<file path="config.mk">
export PLATFORM = sky130hd
export DESIGN_NAME = cam_field_stats_fifo
export DESIGN_NICKNAME = d
export VERILOG_FILES = /design/src/rtl/cam_diag_pkg.sv /design/src/rtl/cam_diag_fifo.sv /design/src/rtl/cam_field_stats_fifo.sv
export SDC_FILE = /design/constraint.sdc
export NUM_CORES = 1
export LEC_CHECK = 0
export CAP_MARGIN = 0
export CORE_MARGIN = 4
export CORE_UTILIZATION = 36
export CTS_BUF_LIST = sky130_fd_sc_hd__clkbuf_8 sky130_fd_sc_hd__clkbuf_16
export DETAILED_ROUTE_END_ITERATION = 10
export SETUP_SLACK_MARGIN = 0.02
export SLEW_MARGIN = 20
export SYNTH_ARGS = -nofsm -noshare
export SYNTH_HDL_FRONTEND = slang
export SYNTH_SLANG_ARGS = --single-unit
</file>
<file path="constraint.sdc">
create_clock -name cam_pclk -period 6.1 [get_ports cam_pclk]
set_input_delay 1.22 -clock cam_pclk [delete_from_list [all_inputs] [get_ports cam_pclk]]
set_output_delay 1.22 -clock cam_pclk [all_outputs]
set_load 0.01 [all_outputs]
</file>
<file path="src/rtl/cam_diag_pkg.sv">
// rtl/cam_diag_pkg.sv - shared widths, record layout and helpers for camera diagnostics
package cam_diag_pkg;

  localparam int LINE_W_DEF = 10;
  localparam int PIX_W_DEF  = 11;
  localparam int DROP_W_DEF = 8;

  // Record layout from MSB down: {drops, field, max, min, lines}
  function automatic int rec_width(input int line_w, input int pix_w, input int drop_w);
    return drop_w + 1 + 2 * pix_w + line_w;
  endfunction

  function automatic int off_lines();
    return 0;
  endfunction

  function automatic int off_min(input int line_w);
    return line_w;
  endfunction

  function automatic int off_max(input int line_w, input int pix_w);
    return line_w + pix_w;
  endfunction

  function automatic int off_field(input int line_w, input int pix_w);
    return line_w + 2 * pix_w;
  endfunction

  function automatic int off_drops(input int line_w, input int pix_w);
    return line_w + 2 * pix_w + 1;
  endfunction

endpackage

</file>
<file path="src/rtl/cam_diag_fifo.sv">
// rtl/cam_diag_fifo.sv - generic synchronous show-ahead FIFO, async active-low reset
module cam_diag_fifo #(
  parameter int WIDTH = 8,
  parameter int DEPTH = 4
) (
  input  logic                       clk,
  input  logic                       resetn,
  input  logic                       push,
  input  logic [WIDTH-1:0]           push_data,
  input  logic                       pop,
  output logic [WIDTH-1:0]           pop_data,
  output logic                       full,
  output logic                       empty,
  output logic [$clog2(DEPTH):0]     level
);

  localparam int AW = $clog2(DEPTH);
  localparam logic [AW:0] FULL_LVL = (AW + 1)'(DEPTH);

  logic [WIDTH-1:0] mem [DEPTH];
  logic [AW-1:0]    wr_ptr;
  logic [AW-1:0]    rd_ptr;
  logic             do_push;
  logic             do_pop;

  assign full     = (level == FULL_LVL);
  assign empty    = (level == '0);
  assign do_pop   = pop && !empty;
  // A pop in the same cycle frees the slot a full FIFO needs for the push
  assign do_push  = push && (!full || do_pop);
  assign pop_data = mem[rd_ptr];

  always_ff @(posedge clk) begin
    if (do_push) mem[wr_ptr] <= push_data;
  end

  always_ff @(posedge clk or negedge resetn) begin
    if (!resetn) begin
      wr_ptr <= '0;
      rd_ptr <= '0;
      level  <= '0;
    end else begin
      if (do_push) wr_ptr <= wr_ptr + 1'b1;
      if (do_pop)  rd_ptr <= rd_ptr + 1'b1;
      case ({do_push, do_pop})
        2'b10:   level <= level + 1'b1;
        2'b01:   level <= level - 1'b1;
        default: level <= level;
      endcase
    end
  end

endmodule

</file>
<file path="src/rtl/cam_field_stats_fifo.sv">
// rtl/cam_field_stats_fifo.sv - per-field line/pixel statistics with record FIFO and drop count
module cam_field_stats_fifo
  import cam_diag_pkg::*;
#(
  parameter int LINE_W = LINE_W_DEF,
  parameter int PIX_W  = PIX_W_DEF,
  parameter int DEPTH  = 4,
  parameter int DROP_W = DROP_W_DEF
) (
  input  logic                     cam_pclk,
  input  logic                     cam_resetn,
  input  logic                     cam_line_valid,
  input  logic                     cam_pix_en,
  input  logic                     cam_field_toggle,
  input  logic                     out_ready,
  output logic                     out_valid,
  output logic [LINE_W-1:0]        out_lines,
  output logic [PIX_W-1:0]         out_pix_min,
  output logic [PIX_W-1:0]         out_pix_max,
  output logic                     out_field,
  output logic [DROP_W-1:0]        out_drops,
  output logic [$clog2(DEPTH):0]   fifo_level
);

  localparam int REC_W = rec_width(LINE_W, PIX_W, DROP_W);
  localparam int O_LIN = off_lines();
  localparam int O_MIN = off_min(LINE_W);
  localparam int O_MAX = off_max(LINE_W, PIX_W);
  localparam int O_FLD = off_field(LINE_W, PIX_W);
  localparam int O_DRP = off_drops(LINE_W, PIX_W);

  localparam logic [LINE_W-1:0] LINE_MAX = '1;
  localparam logic [LINE_W-1:0] LINE_ONE = LINE_W'(1);
  localparam logic [PIX_W-1:0]  PIX_MAX  = '1;
  localparam logic [PIX_W-1:0]  PIX_ONE  = PIX_W'(1);
  localparam logic [DROP_W-1:0] DROP_MAX = '1;

  logic              line_d;
  logic              tog_d;
  logic              line_rise;
  logic              line_fall;
  logic              boundary;
  logic [LINE_W-1:0] lines_cnt;
  logic [PIX_W-1:0]  pix_cnt;
  logic [PIX_W-1:0]  min_acc;
  logic [PIX_W-1:0]  max_acc;
  logic [PIX_W-1:0]  min_nxt;
  logic [PIX_W-1:0]  max_nxt;
  logic [PIX_W-1:0]  rec_min;
  logic [PIX_W-1:0]  rec_max;
  logic [DROP_W-1:0] drop_cnt;
  logic [REC_W-1:0]  rec_in;
  logic [REC_W-1:0]  rec_head;
  logic [REC_W-1:0]  rec_out;
  logic              fifo_full;
  logic              fifo_empty;
  logic              pop;
  logic              push_ok;

  assign line_rise = cam_line_valid && !line_d;
  assign line_fall = !cam_line_valid && line_d;
  assign boundary  = (cam_field_toggle != tog_d);
  assign pop       = out_valid && out_ready;
  assign push_ok   = !fifo_full || pop;

  // Folding the falling line in here lets a line ending on a boundary land in the closing record
  always_comb begin
    min_nxt = min_acc;
    max_nxt = max_acc;
    if (line_fall) begin
      if (pix_cnt < min_acc) min_nxt = pix_cnt;
      if (pix_cnt > max_acc) max_nxt = pix_cnt;
    end
  end

  assign rec_min = (lines_cnt == '0) ? '0 : min_nxt;
  assign rec_max = (lines_cnt == '0) ? '0 : max_nxt;
  assign rec_in  = {drop_cnt, tog_d, rec_max, rec_min, lines_cnt};

  always_ff @(posedge cam_pclk or negedge cam_resetn) begin
    if (!cam_resetn) begin
      line_d    <= 1'b0;
      tog_d     <= 1'b0;
      lines_cnt <= '0;
      pix_cnt   <= '0;
      min_acc   <= '1;
      max_acc   <= '0;
      drop_cnt  <= '0;
    end else begin
      line_d <= cam_line_valid;
      tog_d  <= cam_field_toggle;

      if (line_rise)
        pix_cnt <= cam_pix_en ? PIX_ONE : '0;
      else if (cam_line_valid && cam_pix_en && pix_cnt != PIX_MAX)
        pix_cnt <= pix_cnt + 1'b1;

      if (boundary) begin
        lines_cnt <= line_rise ? LINE_ONE : '0;
        min_acc   <= '1;
        max_acc   <= '0;
        if (push_ok)                  drop_cnt <= '0;
        else if (drop_cnt != DROP_MAX) drop_cnt <= drop_cnt + 1'b1;
      end else begin
        if (line_rise && lines_cnt != LINE_MAX) lines_cnt <= lines_cnt + 1'b1;
        min_acc <= min_nxt;
        max_acc <= max_nxt;
      end
    end
  end

  cam_diag_fifo #(
    .WIDTH (REC_W),
    .DEPTH (DEPTH)
  ) u_fifo (
    .clk       (cam_pclk),
    .resetn    (cam_resetn),
    .push      (boundary),
    .push_data (rec_in),
    .pop       (pop),
    .pop_data  (rec_head),
    .full      (fifo_full),
    .empty     (fifo_empty),
    .level     (fifo_level)
  );

  assign out_valid   = !fifo_empty;
  assign rec_out     = fifo_empty ? '0 : rec_head;
  assign out_lines   = rec_out[O_LIN +: LINE_W];
  assign out_pix_min = rec_out[O_MIN +: PIX_W];
  assign out_pix_max = rec_out[O_MAX +: PIX_W];
  assign out_field   = rec_out[O_FLD];
  assign out_drops   = rec_out[O_DRP +: DROP_W];

endmodule

</file>
==> summary.txt <==
Worst setup path
  • RR Startpoint: tog_d
  • CP Capture Type: output port
  • Critical Path Start: u_fifo.rd_ptr[0]
  • Setup crit end: out_pix_max[10]
  • FF-to-FF path depth: 5
  • Kind of critical path: register to output port
  • R2R Path End: u_fifo.mem[2][28]
  • Worst EP required: 4.88 ns
  • Startpoint class of the critical path: register
  • CP max FO: 22
  • CP arrival: 3.18 ns
  • Worst R2R Setup Slack: 2.91 ns

Route
  • Initial DRT Pass Iterations: 4
  • Met3 WL post-DR: 802 um
  • Starting DRT DRC Count: 288
  • Residual DRC: 0
  • Routed wl met2: 9472 um
  • Routed wire length: 19,100 um
  • Avg WL per Cell: 17.78 um
  • Avg Vias per Cell: 4.948
  • M1 WL: 8472 um
  • Routed Antenna Nets: 0
  • Top sig layer: met4
  • Vias post-DR: 5,314

Power
  • Max VDD drop: 198.3 uV
  • P_leak: 4.338 nW
  • Power density over cell area: 427.8 nW/um2

Clock network
  • CTS H-tree lvls: 1
  • Clock Latency Late Sink: 0.51 ns
  • CTS tree: done
  • Clock Path Buffers: 3
  • Cts repair resizes: 0
  • Hold Buf Count CTS: 0
  • Clk pin slew, worst setup/hold paths: 0.06 ns
  • Sink Count: 224
  • Root Driver: clkbuf_16
  • Setup Buffers After CTS: 0
  • Inserted Clock Buffers: 23

Logic synthesis
  • Post-synth EDFFs: 164
  • Syn Nets: 698
  • Count leader, synth: edfxtp_1
  • Post-Synthesis Cells: 661
  • Synth unique cells: 46
  • Synth Warn #: 0
  • Area contributors post-synth: edfxtp_1 50%, dfrtp_1 12%, mux4_2 9.3%, ha_1 3.8%, mux2i_1 3.4%
  • Xor/xnor share of the synthesized area: 2.390%
  • Post-Synth Adder-Cell Area: 3.996%
  • Register area share after synthesis: 65.09%
  • Post-Syn Area: 9893 um2
  • Simple-Gate Fraction of Synth Area: 10.12%
  • Largest family of logic cells by synthesized area: multiplexers
  • Biggest area consumer among synthesized cells: edfxtp_1
  • Ys flop type: edfxtp_1
  • Asr flop ratio synth: 26.79%
  • Syn avg cell area: 14.97 um2
  • Compound-Gate Fraction of Synth Area: 3.048%
  • Post-synth top area share: 49.78%
  • Post-synthesis mux area share: 12.77%
  • Synth top cells by count: 164 x edfxtp_1, 68 x nand2_1, 49 x dfrtp_1, 47 x and2_1, 45 x nor2_1
  • Post-synthesis register bit count: 224

Timing
  • Worst-Margin Slew: 0.8848 ns
  • Final Cycle Share: 72.16%
  • Setup Skew: 0.01335 ns
  • Final hold vios: 0
  • Slew headroom: 41.01%
  • Setup slack after layout: 1.698 ns
  • Final slew viol count: 0
  • Final setup fails: 0
  • RSZ-0062 raised after global routing: false
  • F_max: 227.2 MHz
  • Post-route minimum period: 4.402 ns
  • Setup TNS: 0 ns

Outcome
  • Status: finished, final reports clean

Hold path
  • Hold Crit Depth: 1
  • Worst Hold Launch: u_fifo.level[2]
  • Hold Path Class: register to register

Cells and area
  • Antenna diodes: 0
  • Layout Utilization: 42.58%
  • Layout cells sized above 1: 15.14%
  • Area grow syn2layout: 16.31%
  • Nets@finish: 753

Floorplan
  • Initial Util: 36.61%
  • Core region area: 27,030 um2
  • Ports: 51
  • Die height: 173.8 um
  • Die area: 30,200 um2
  • Die Wd: 173.8 um
  • Core Rows: 60

GRT
  • Gr ovfl total: 0
  • Vias in the first global route: 5,533
  • First-pass GRT wire length: 31,240 um
  • Largest net degree at the start of global routing: 61
  • Initial antenna violation count: 0
  • Total track usage: 12.77%

Placed design
  • HPWL Detailed: 12,130 um
  • Place WS: 1.621 ns
  • Port Buffers: 50
  • Gpl congestion: 0.7423

Job
  • Total of max-cap violations: 0
## layout make-up
cell class                      instances  area, um2
Timing Repair Buffer                   60      570.5
Clock buffer                           24      589.3
Inverter                               33      123.9
Fill cell                            2474      15520
Sequential cell                       224       6445
Multi-Input combinational cell        374       3218
Tap cell                              341      426.7
Clock inverter                         18      133.9
## cells in the final DEF, fill, tap and decap left out, types with 6 or more instances in the layout
cell type and instances:
edfxtp_1 164, nor2_1 45, mux4_2 41, nand3_1 13, dfstp_2 11, xor2_1 18
and2_1 43, clkdlybuf4s50_1 49, xnor2_1 8, mux2i_1 34, ha_1 30, clkbuf_16 23
dfrtp_1 47, inv_1 40, a21oi_1 9, and3_1 7, nand4_1 7, nand2_1 68
buf_4 10, o21ai_1 6
## per-stage QoR
stage                     power (mW)  hold WS (ns)  std cells  instance area (um2)
after floorplan                2.969        0.5078        661                 9893
after global placement         3.655        0.5116       1032                10780
after detailed placement       3.673        0.5041       1032                10780
after CTS                      5.030        0.5121       1074                11500
after global routing           5.205        0.5260       1074                11510
final                          4.923        0.5175       1074                11510
## worst max-delay path: stages (launching register included)
cell	delay, ns
dfrtp_2	0.89
buf_4	0.52
mux4_2	0.60
and2_1	0.17
clkdlybuf4s50_1	0.47
## state kept, by name (all words and copies together) (netlist names)
register       flops
pix_cnt           11
line_d             1
tog_d              1
u_fifo.mem       164
max_acc           11
min_acc           11
u_fifo.rd_ptr      2
lines_cnt         10
drop_cnt           8
u_fifo.wr_ptr      2
u_fifo.level       3
## where the power goes
| group | switching [mW] | internal [mW] |
|---|---|---|
| logic | 0.654 | 0.802 |
| clock network | 0.558 | 0.781 |
| registers | 0.194 | 1.93 |
## routing by layer
layer,GRT usage [%],vias to the layer above
li1,-,2536
met4,2.408,0
met1,17.45,2673
met2,21.88,78
met5,0,-
met3,2.050,27
## how the worst min path moves through the flow
stage / slack, ns / end
final: 0.52 / u_fifo.level[2]
after global routing: 0.53 / u_fifo.level[2]
after CTS: 0.51 / u_fifo.level[2]
after detailed placement: 0.50 / u_fifo.level[2]
after global placement: 0.51 / u_fifo.level[2]
after floorplan: 0.51 / u_fifo.mem[0][39]
## kinds of logic after synthesis
group	after synthesis
compound gates	37
xor+xnor	27
fa+ha+maj	31
buf+inv	63
flops	224
mux	75
simple gates	204
(Power assumes the default switching activity.)
